--- src/rtl/cpu_loader_pkg.sv ---
// Shared types and helpers for the cpu_loader session controller.
package cpu_loader_pkg;

  localparam int IDX_W          = 11;
  localparam int IMEM_WORDS_DEF = 512;
  localparam int DMEM_WORDS_DEF = 1024;

  typedef enum logic [2:0] {
    IDLE,
    LOAD_I,
    LOAD_D,
    RUN,
    DUMP_REQ,
    DUMP_HOLD,
    DONE
  } state_e;

  // Clamp a requested word count to the memory depth.
  function automatic logic [IDX_W-1:0] clamp_len(input logic [IDX_W-1:0] len,
                                                 input int unsigned      max);
    logic [IDX_W-1:0] m;
    m = IDX_W'(max);
    return (len > m) ? m : len;
  endfunction

  // Next phase after 'cur', skipping every phase whose count is zero.
  function automatic state_e seq_after(input state_e cur, input logic i_nz,
                                       input logic d_nz, input logic r_nz,
                                       input logic p_nz);
    logic before_d, before_r, before_p;
    before_d = (cur == IDLE) || (cur == LOAD_I);
    before_r = before_d || (cur == LOAD_D);
    before_p = before_r || (cur == RUN);
    if ((cur == IDLE) && i_nz) return LOAD_I;
    if (before_d && d_nz)      return LOAD_D;
    if (before_r && r_nz)      return RUN;
    if (before_p && p_nz)      return DUMP_REQ;
    return DONE;
  endfunction

endpackage

--- src/rtl/loader_counter.sv ---
// Loadable up/down counter with sync clear and a terminal-match flag.
module loader_counter #(
  parameter int W = 11
) (
  input  logic         clk,
  input  logic         arst_n,
  input  logic         clr,
  input  logic         ld,
  input  logic [W-1:0] ld_val,
  input  logic         en,
  input  logic         up,
  input  logic [W-1:0] term,
  output logic [W-1:0] cnt,
  output logic         hit
);

  // Clear wins over load, load wins over count.
  always_ff @(posedge clk or negedge arst_n) begin
    if (!arst_n)  cnt <= '0;
    else if (clr) cnt <= '0;
    else if (ld)  cnt <= ld_val;
    else if (en)  cnt <= up ? cnt + W'(1) : cnt - W'(1);
  end

  assign hit = (cnt == term);

endmodule

--- src/rtl/cpu_loader.sv ---
// Host session controller: load imem/dmem, run the CPU, dump dmem.
module cpu_loader
  import cpu_loader_pkg::*;
#(
  parameter int IMEM_WORDS = IMEM_WORDS_DEF,
  parameter int DMEM_WORDS = DMEM_WORDS_DEF,
  parameter int ADDR_SHIFT = 2,
  parameter int RUN_W      = 16
) (
  input  logic             clk,
  input  logic             arst_n,
  input  logic             start,
  input  logic [9:0]       imem_len,
  input  logic [10:0]      dmem_len,
  input  logic [10:0]      dump_len,
  input  logic [RUN_W-1:0] run_cycles,
  input  logic             s_valid,
  output logic             s_ready,
  input  logic [31:0]      s_data,
  output logic             m_valid,
  input  logic             m_ready,
  output logic [31:0]      m_data,
  output logic             cpu_enable,
  output logic [31:0]      imem_addr,
  output logic             imem_wen,
  output logic             imem_ren,
  output logic [31:0]      imem_wdata,
  input  logic [31:0]      imem_rdata,
  output logic [31:0]      dmem_addr,
  output logic             dmem_wen,
  output logic             dmem_ren,
  output logic [31:0]      dmem_wdata,
  input  logic [31:0]      dmem_rdata,
  output logic             busy,
  output logic             done
);

  state_e state_q, state_d;

  logic [IDX_W-1:0] ilen_q, dlen_q, plen_q;
  logic [IDX_W-1:0] ilen_c, dlen_c, plen_c;
  logic [IDX_W-1:0] idx, idx_term;
  logic             idx_hit, idx_en, idx_clr;
  logic [RUN_W-1:0] run_cnt;
  logic             run_hit, run_ld, run_en;
  logic             rd_pend;
  logic             unused_imem_rdata;

  // The loader only writes imem; its read data is never needed.
  assign unused_imem_rdata = ^imem_rdata;

  assign ilen_c = clamp_len({1'b0, imem_len}, IMEM_WORDS);
  assign dlen_c = clamp_len(dmem_len, DMEM_WORDS);
  assign plen_c = clamp_len(dump_len, DMEM_WORDS);

  assign busy       = (state_q != IDLE);
  assign done       = (state_q == DONE);
  assign cpu_enable = (state_q == RUN);
  assign imem_ren   = 1'b0;

  // Word index shared by both load phases and the dump phase.
  loader_counter #(.W(IDX_W)) u_idx (
    .clk    (clk),
    .arst_n (arst_n),
    .clr    (idx_clr),
    .ld     (1'b0),
    .ld_val ('0),
    .en     (idx_en),
    .up     (1'b1),
    .term   (idx_term),
    .cnt    (idx),
    .hit    (idx_hit)
  );

  // Run counter holds the latched run length until RUN, then counts to 1.
  loader_counter #(.W(RUN_W)) u_run (
    .clk    (clk),
    .arst_n (arst_n),
    .clr    (1'b0),
    .ld     (run_ld),
    .ld_val (run_cycles),
    .en     (run_en),
    .up     (1'b0),
    .term   (RUN_W'(1)),
    .cnt    (run_cnt),
    .hit    (run_hit)
  );

  // Terminal index for whichever phase is walking the index.
  always_comb begin
    idx_term = plen_q - IDX_W'(1);
    case (state_q)
      LOAD_I:  idx_term = ilen_q - IDX_W'(1);
      LOAD_D:  idx_term = dlen_q - IDX_W'(1);
      default: ;
    endcase
  end

  // State register and session length latch.
  always_ff @(posedge clk or negedge arst_n) begin
    if (!arst_n) begin
      state_q <= IDLE;
      ilen_q  <= '0;
      dlen_q  <= '0;
      plen_q  <= '0;
    end else begin
      state_q <= state_d;
      if (state_q == IDLE && start) begin
        ilen_q <= ilen_c;
        dlen_q <= dlen_c;
        plen_q <= plen_c;
      end
    end
  end

  // Dump read path: read data is captured the cycle after the request.
  always_ff @(posedge clk or negedge arst_n) begin
    if (!arst_n) begin
      rd_pend <= 1'b0;
      m_valid <= 1'b0;
      m_data  <= '0;
    end else begin
      rd_pend <= (state_q == DUMP_REQ);
      if (rd_pend) begin
        m_data  <= dmem_rdata;
        m_valid <= 1'b1;
      end else if (m_valid && m_ready) begin
        m_valid <= 1'b0;
      end
    end
  end

  // Next state, memory strobes and counter controls.
  always_comb begin
    state_d    = state_q;
    s_ready    = 1'b0;
    imem_addr  = '0;
    imem_wen   = 1'b0;
    imem_wdata = '0;
    dmem_addr  = '0;
    dmem_wen   = 1'b0;
    dmem_ren   = 1'b0;
    dmem_wdata = '0;
    idx_en     = 1'b0;
    idx_clr    = 1'b0;
    run_ld     = 1'b0;
    run_en     = 1'b0;
    case (state_q)
      IDLE: if (start) begin
        run_ld  = 1'b1;
        idx_clr = 1'b1;
        state_d = seq_after(IDLE, imem_len != '0, dmem_len != '0,
                            run_cycles != '0, dump_len != '0);
      end
      LOAD_I: begin
        s_ready = 1'b1;
        if (s_valid) begin
          imem_wen   = 1'b1;
          imem_addr  = 32'(idx) << ADDR_SHIFT;
          imem_wdata = s_data;
          idx_en     = 1'b1;
          if (idx_hit) begin
            idx_clr = 1'b1;
            state_d = seq_after(LOAD_I, 1'b1, dlen_q != '0, run_cnt != '0,
                                plen_q != '0);
          end
        end
      end
      LOAD_D: begin
        s_ready = 1'b1;
        if (s_valid) begin
          dmem_wen   = 1'b1;
          dmem_addr  = 32'(idx) << ADDR_SHIFT;
          dmem_wdata = s_data;
          idx_en     = 1'b1;
          if (idx_hit) begin
            idx_clr = 1'b1;
            state_d = seq_after(LOAD_D, 1'b1, 1'b1, run_cnt != '0,
                                plen_q != '0);
          end
        end
      end
      RUN: begin
        run_en = 1'b1;
        if (run_hit) state_d = seq_after(RUN, 1'b1, 1'b1, 1'b1, plen_q != '0);
      end
      DUMP_REQ: begin
        dmem_ren  = 1'b1;
        dmem_addr = 32'(idx) << ADDR_SHIFT;
        state_d   = DUMP_HOLD;
      end
      DUMP_HOLD: if (m_valid && m_ready) begin
        idx_en = 1'b1;
        if (idx_hit) begin
          idx_clr = 1'b1;
          state_d = DONE;
        end else begin
          state_d = DUMP_REQ;
        end
      end
      DONE:    state_d = IDLE;
      default: state_d = IDLE;
    endcase
  end

endmodule

--- config.mk ---
export PLATFORM = sky130hd
export DESIGN_NAME = cpu_loader
export DESIGN_NICKNAME = d
export VERILOG_FILES = /design/src/rtl/cpu_loader_pkg.sv /design/src/rtl/loader_counter.sv /design/src/rtl/cpu_loader.sv
export SDC_FILE = /design/constraint.sdc
export NUM_CORES = 1
export LEC_CHECK = 0
export CAP_MARGIN = 20
export CORE_MARGIN = 10
export CORE_UTILIZATION = 37
export DETAILED_ROUTE_END_ITERATION = 8
export GPL_TIMING_DRIVEN = 0
export PLACE_DENSITY = 0.73
export SLEW_MARGIN = 0
export SYNTH_ARGS = -nofsm -noshare
export SYNTH_HDL_FRONTEND = slang
export SYNTH_SLANG_ARGS = --single-unit
--- constraint.sdc ---
create_clock -name clk -period 6.9 [get_ports clk]
set_clock_uncertainty 0.15 [all_clocks]
set_input_delay 1.035 -clock clk [delete_from_list [all_inputs] [get_ports clk]]
set_output_delay 1.035 -clock clk [all_outputs]
set_load 0.05 [all_outputs]
After elaboration in Yosys (flattened, before gate mapping)
Cells that the tools add are included.

storage, ports and cells
  flip-flop bits (word level) = 97
  input bits = 149
  output and inout bits = 169
  word-level logic and storage cells = 149

operators by class
  $add $sub $neg = 5
  $lt $le $gt $ge = 3
  eq/ne operators = 15
  mux-type cells = 101
  reduce and logical (&&, ||, !) cells = 16

operators with widths
  operator                                               count
  two-way mux 32 bit                                     4
  two-way mux 3 bit                                      27
  two-way mux 1 bit                                      56
  two-way mux 11 bit                                     4
  nonzero test 11 bit                                    4
  subtractor 11 x 1 -> 11 bit, second input constant     3
  two-way mux 16 bit                                     2
  nonzero test 16 bit                                    2
  case mux 13 bit (2 select lines)                       1
  greater-than comparator 11 bit, second input constant  2
  case mux 11 bit (2 select lines)                       1
  case mux 3 bit (6 select lines)                        1
  == test 16 x 1 -> 1 bit, second input constant         1
  subtractor 16 x 1 -> 16 bit, second input constant     1
  two-way mux 13 bit                                     1
  != test 2 bit, second input constant                   6
  adder 11 x 1 -> 11 bit, second input constant          1
  == test 11 bit                                         1
  greater-than comparator 10 bit, second input constant  1
  two-way mux 10 bit                                     1
  nonzero test 10 bit                                    1
  == test 3 bit, second input constant                   3
  AND reduction 7 bit                                    1
  == test 3 x 2 -> 1 bit, second input constant          2
  10 further kinds                                       13

Longest topological paths before layout
  depth after elaboration = 22
  depth in mapped cells = 16
  gate-level depth less buffers = 12

By module
Synthesis repeated with hierarchy kept, for this count alone.

second synthesis, totals
  cells, all modules = 868
  area, all modules = 7,480.9 um^2

by module, submodules not included
  module                   instances  cells an instance  area each (um^2)  sequential area each (um^2)
  cpu_loader               1          541                4,697.0           1,726.7
  loader_counter at u_run  1          190                1,652.8           400.4
  loader_counter at u_idx  1          137                1,131.1           275.3

Least setup slack after synthesis
OpenSTA, ideal clock, no wires.

  path kind = flip-flop to output port
  start point = register state_q[1]
  end point = output dmem_wdata[22]
  arrival time = 2.544 ns
  data required time = 5.715 ns
  path slack = 3.171 ns
  cell stages (with the launch flop) = 8
  path buffers = 5
  cells stage by stage = dfrtp_1 -> buf_6 -> clkbuf_1 -> clkbuf_1 -> and3_1 -> clkbuf_1 -> clkbuf_1 -> and2_1

on the way
  word-level cells in the longest chain between the ends = 2

ends and longest elaborated chain
  element                 RTL line           RTL
  from (decl)             cpu_loader.sv:38   state_e state_q, state_d;
  from (signal assigned)  cpu_loader.sv:107  state_q <= state_d;
  == test 3 x 2 -> 1 bit  cpu_loader.sv:148  case (state_q)
  two-way mux 32 bit      cpu_loader.sv:148
  to (decl)               cpu_loader.sv:32   output logic [31:0] dmem_wdata,

Every way passes these cells.

Final worst setup path
  start point = register state_q[1]
  end point = output dmem_wdata[28]

Same word-level chain as after synthesis.

==> impl_metrics.tcl <==
set metrics [dict create \
    drt_iter0_drc 431 \
    clk_latency_ns 0.35 \
    clockPowerShare_pct 33.8 \
    hold_viol 0 \
    fin_nets 1172 \
    routed_via_density 5.02 \
    core_sq_um 17100 \
    slew_viol_final 0 \
    fin_setup_tns_ns 0 \
    setup_viol 0 \
    initial_utilization_pct 37.4 \
    swShare_pct 31.8 \
    layout_common_cells "clkdlybuf4s50_1 (241), dfrtp_1 (96), nand2_1 (89)" \
    hold_depth 1 \
    crit_cells 8 \
    critPathTopFamily "buffers and inverters" \
    setup_ws_ns 2.01 \
    ys.warnings.count 0 \
    post_cts_resized 0 \
    ff2ff_path_depth 13 \
    grt_max_degree 70 \
    antenna_found_initial 6 \
    synth_ff_type "dfrtp_1" \
    slowest_delay_ns 0.84 \
    clkTransAtPathRegs_ns 0.07 \
    synthArstFlopShare_pct 100 \
    worstHoldEndpoint "m_valid" \
    cts_tree "yes" \
    die-area_sq_um 22900 \
    drv_cap 0 \
    grt_pass1_vias 6214 \
    track_usage_pct 19.6 \
    holdCritPathClass "reg -> reg" \
    dp_cells 1233 \
    finalPower_mw 1.52 \
    relSlewSlack_pct 50.1 \
    comb_power_share_pct 26.6 \
    io_pins 318 \
    ant_nets 0 \
    critical_path_buf_inv_count 6 \
    peakVddDrop_v 0.0000900 \
    htree_levels 3 \
    mostFrequentLayoutCell "clkdlybuf4s50_1" \
    syn_inst 723 \
    worst-setup-path-type "reg -> out" \
    place_area_sq_um 9280 \
    outcome "finished clean" \
    ctsHoldBuffers 0 \
    worstPathArrival_ns 3.70 \
    synth_top_area_share_pct 37.6 \
    pwr_density_cell_nw_per_um2 159 \
    critical_path_required_ns 5.71 \
    drtPass1Iterations 5 \
    max_freq_ghz 0.205 \
    hpwlAfterDp_um 19400 \
    timing.rr.start "state_q[2]" \
    rsz0062_at_grt "false" \
    cts-root-buf "clkbuf_16" \
    post_cts_buffers 0 \
    synth.distinct_cells 76 \
    worst_pin_slew_ns 0.742 \
    start_kind "flip-flop" \
    cts.sink_count 96 \
    clock_path_buffers 2 \
    synth_area_sq_um 6400 \
    cpMostUsedCell "clkbuf_1" \
    synth_edf_count 0 \
    fin_crit_sh_pct 70.8 \
    via_count 6284 \
    wire_per_inst_um 18.7 \
    stdcell_count 1253 \
    synth_area_per_cell_sq_um 8.85 \
    net-switching-power_uw 483 \
    synth_top_cell_by_area "dfrtp_1" \
    grt_pass1_wl_um 35000 \
    reg2reg_slack_ns 2.96 \
    drc_errors 0 \
    cts_buffers 9 \
    die_x_um 151 \
    synth_seq_area_share_pct 37.6 \
    slowest_stage "clkdlybuf4s50_1" \
    p_leak_nw 4.28 \
    cp_max_fo 10 \
    design_area_sq_um 9590 \
    place_congestion 0.949 \
    syn_to_final_growth_pct 50.0 \
    path_cells "buf_6 > clkbuf_1 > clkbuf_1 > and3_1 > clkbuf_1 > clkbuf_1 > and2_1 > clkdlybuf4s50_1" \
    portBuffers 242 \
    min_period_ns 4.89 \
    timing.rr.end "u_idx.cnt[5]" \
    pwr-share-seq_pct 39.6 \
    rows 48 \
    internal_power_mw 1.04 \
    holdCritStartpoint "m_valid" \
    grt_overflow 0 \
    drt_wl_total_um 23500 \
    synth-seq-cells 96 \
    drive_above_1_share_pct 11.4 \
    die_height_um 151 \
    endpoint_kind "primary output" \
    yosys-top-cells-area "dfrtp_1 (38%), and2_1 (7.4%), mux2_2 (5.6%)" \
    place_ws_ns 2.09 \
]
## worst register-to-register path: stages (launching register included)
cell and delay, ns:
dfrtp_1 0.35, buf_2 0.16, clkbuf_1 0.27, clkbuf_1 0.32
a221oi_2 0.49, ha_1 0.30, inv_1 0.07, a31o_2 0.23
or4_1 0.51, o211a_1 0.19, nor4_4 0.31, a31o_1 0.21
buf_2 0.20, nor2_1 0.07
## power by group through the flow
stage	Combinational, mW	Sequential (mW)	Clock [mW]
floorplan	0.253	0.604	0
global placement	0.399	0.613	0
detailed placement	0.404	0.614	0
CTS	0.405	0.603	0.524
global route	0.435	0.606	0.546
finish	0.405	0.603	0.514
## logic make-up after synthesis
| logic type | count (synthesis) | synth area share, % |
|---|---|---|
| AND/OR/NAND/NOR | 344 | 29.3 |
| AO/OA/AOI/OAI | 117 | 14.3 |
| buffers and inverters | 106 | 9.27 |
| flip-flops | 96 | 37.6 |
| multiplexers | 34 | 5.95 |
| XOR/XNOR | 21 | 2.87 |
| adder cells (fa/ha/maj) | 4 | 0.782 |
| other | 1 | 0.0586 |
## Yosys cell counts, types with 3 or more instances
cell type and n:
o21a_1 3, o211ai_1 3, nor2_1 43, o221ai_1 6
or3_1 3, dfrtp_1 96, nand3_1 14, a221o_1 10
nor2b_1 15, a21o_1 4, nand4_1 4, o21ai_1 3
xor2_1 11, o21ai_0 18, clkbuf_1 31, a21oi_1 17
a22o_1 9, inv_1 18, nor3_1 20, a211oi_1 4
nand3b_1 27, nand2_1 89, buf_6 3, and2_1 76
and3_1 7, buf_4 45, a31o_2 3, a31oi_1 5
nor4_1 19, nor3b_1 4, or2_1 3, ha_1 4
buf_1 4, buf_2 3, xnor2_1 10, nand2b_1 5
mux2_2 32
## sequential cells by signal, summed over array words and instances (netlist names)
| signal | flops |
|---|---|
| state_q | 3 |
| u_run.cnt | 16 |
| ilen_q | 10 |
| dlen_q | 11 |
| m_valid | 1 |
| rd_pend | 1 |
| u_idx.cnt | 11 |
| m_data | 32 |
| plen_q | 11 |
## worst max-delay path by stage
| stage | startpoint | end | slack, ns |
|---|---|---|---|
| 4_1_cts | state_q[1] | dmem_wdata[28] | 1.99 |
| 3_5_place_dp | s_valid | dmem_wdata[28] | 2.09 |
| 5_1_grt | state_q[1] | dmem_wdata[28] | 1.81 |
| 3_3_place_gp | arst_n | m_data[10] | 0.91 |
| 2_1_floorplan | state_q[1] | dmem_wdata[22] | 3.17 |
| 6_report | state_q[1] | dmem_wdata[28] | 2.01 |
## per-layer routing
layer / up-vias / track usage, % / share of wire, %
met3: 30 / 3.92 / 7.9
li1: 3060 / - / -
met5: - / 0 / 0.055
met1: 2909 / 23.1 / 41
met4: 2 / 8.39 / 2.2
met2: 283 / 34.0 / 49
## area by class of cell
| type | count | area [sq um] |
|---|---|---|
| fillers | 1626 | 7520 |
| multi-input cells | 563 | 3560 |
| repair buffers | 243 | 2450 |
| flip-flops and latches | 96 | 2400 |
| plain buffers | 86 | 518 |
| well taps | 225 | 282 |
| clock buffers | 11 | 243 |
| inverters | 20 | 75.1 |
| clock inverters | 4 | 53.8 |
| diodes | 5 | 12.5 |
## stage by stage
step                util, %  hold slack, ns
global route           56.0           0.366
floorplan                 -           0.289
CTS                    56.0           0.358
global placement       54.1           0.319
detailed placement     54.2           0.321
finish                 56.0           0.356
Note: power is estimated with default switching activity, not from simulation.
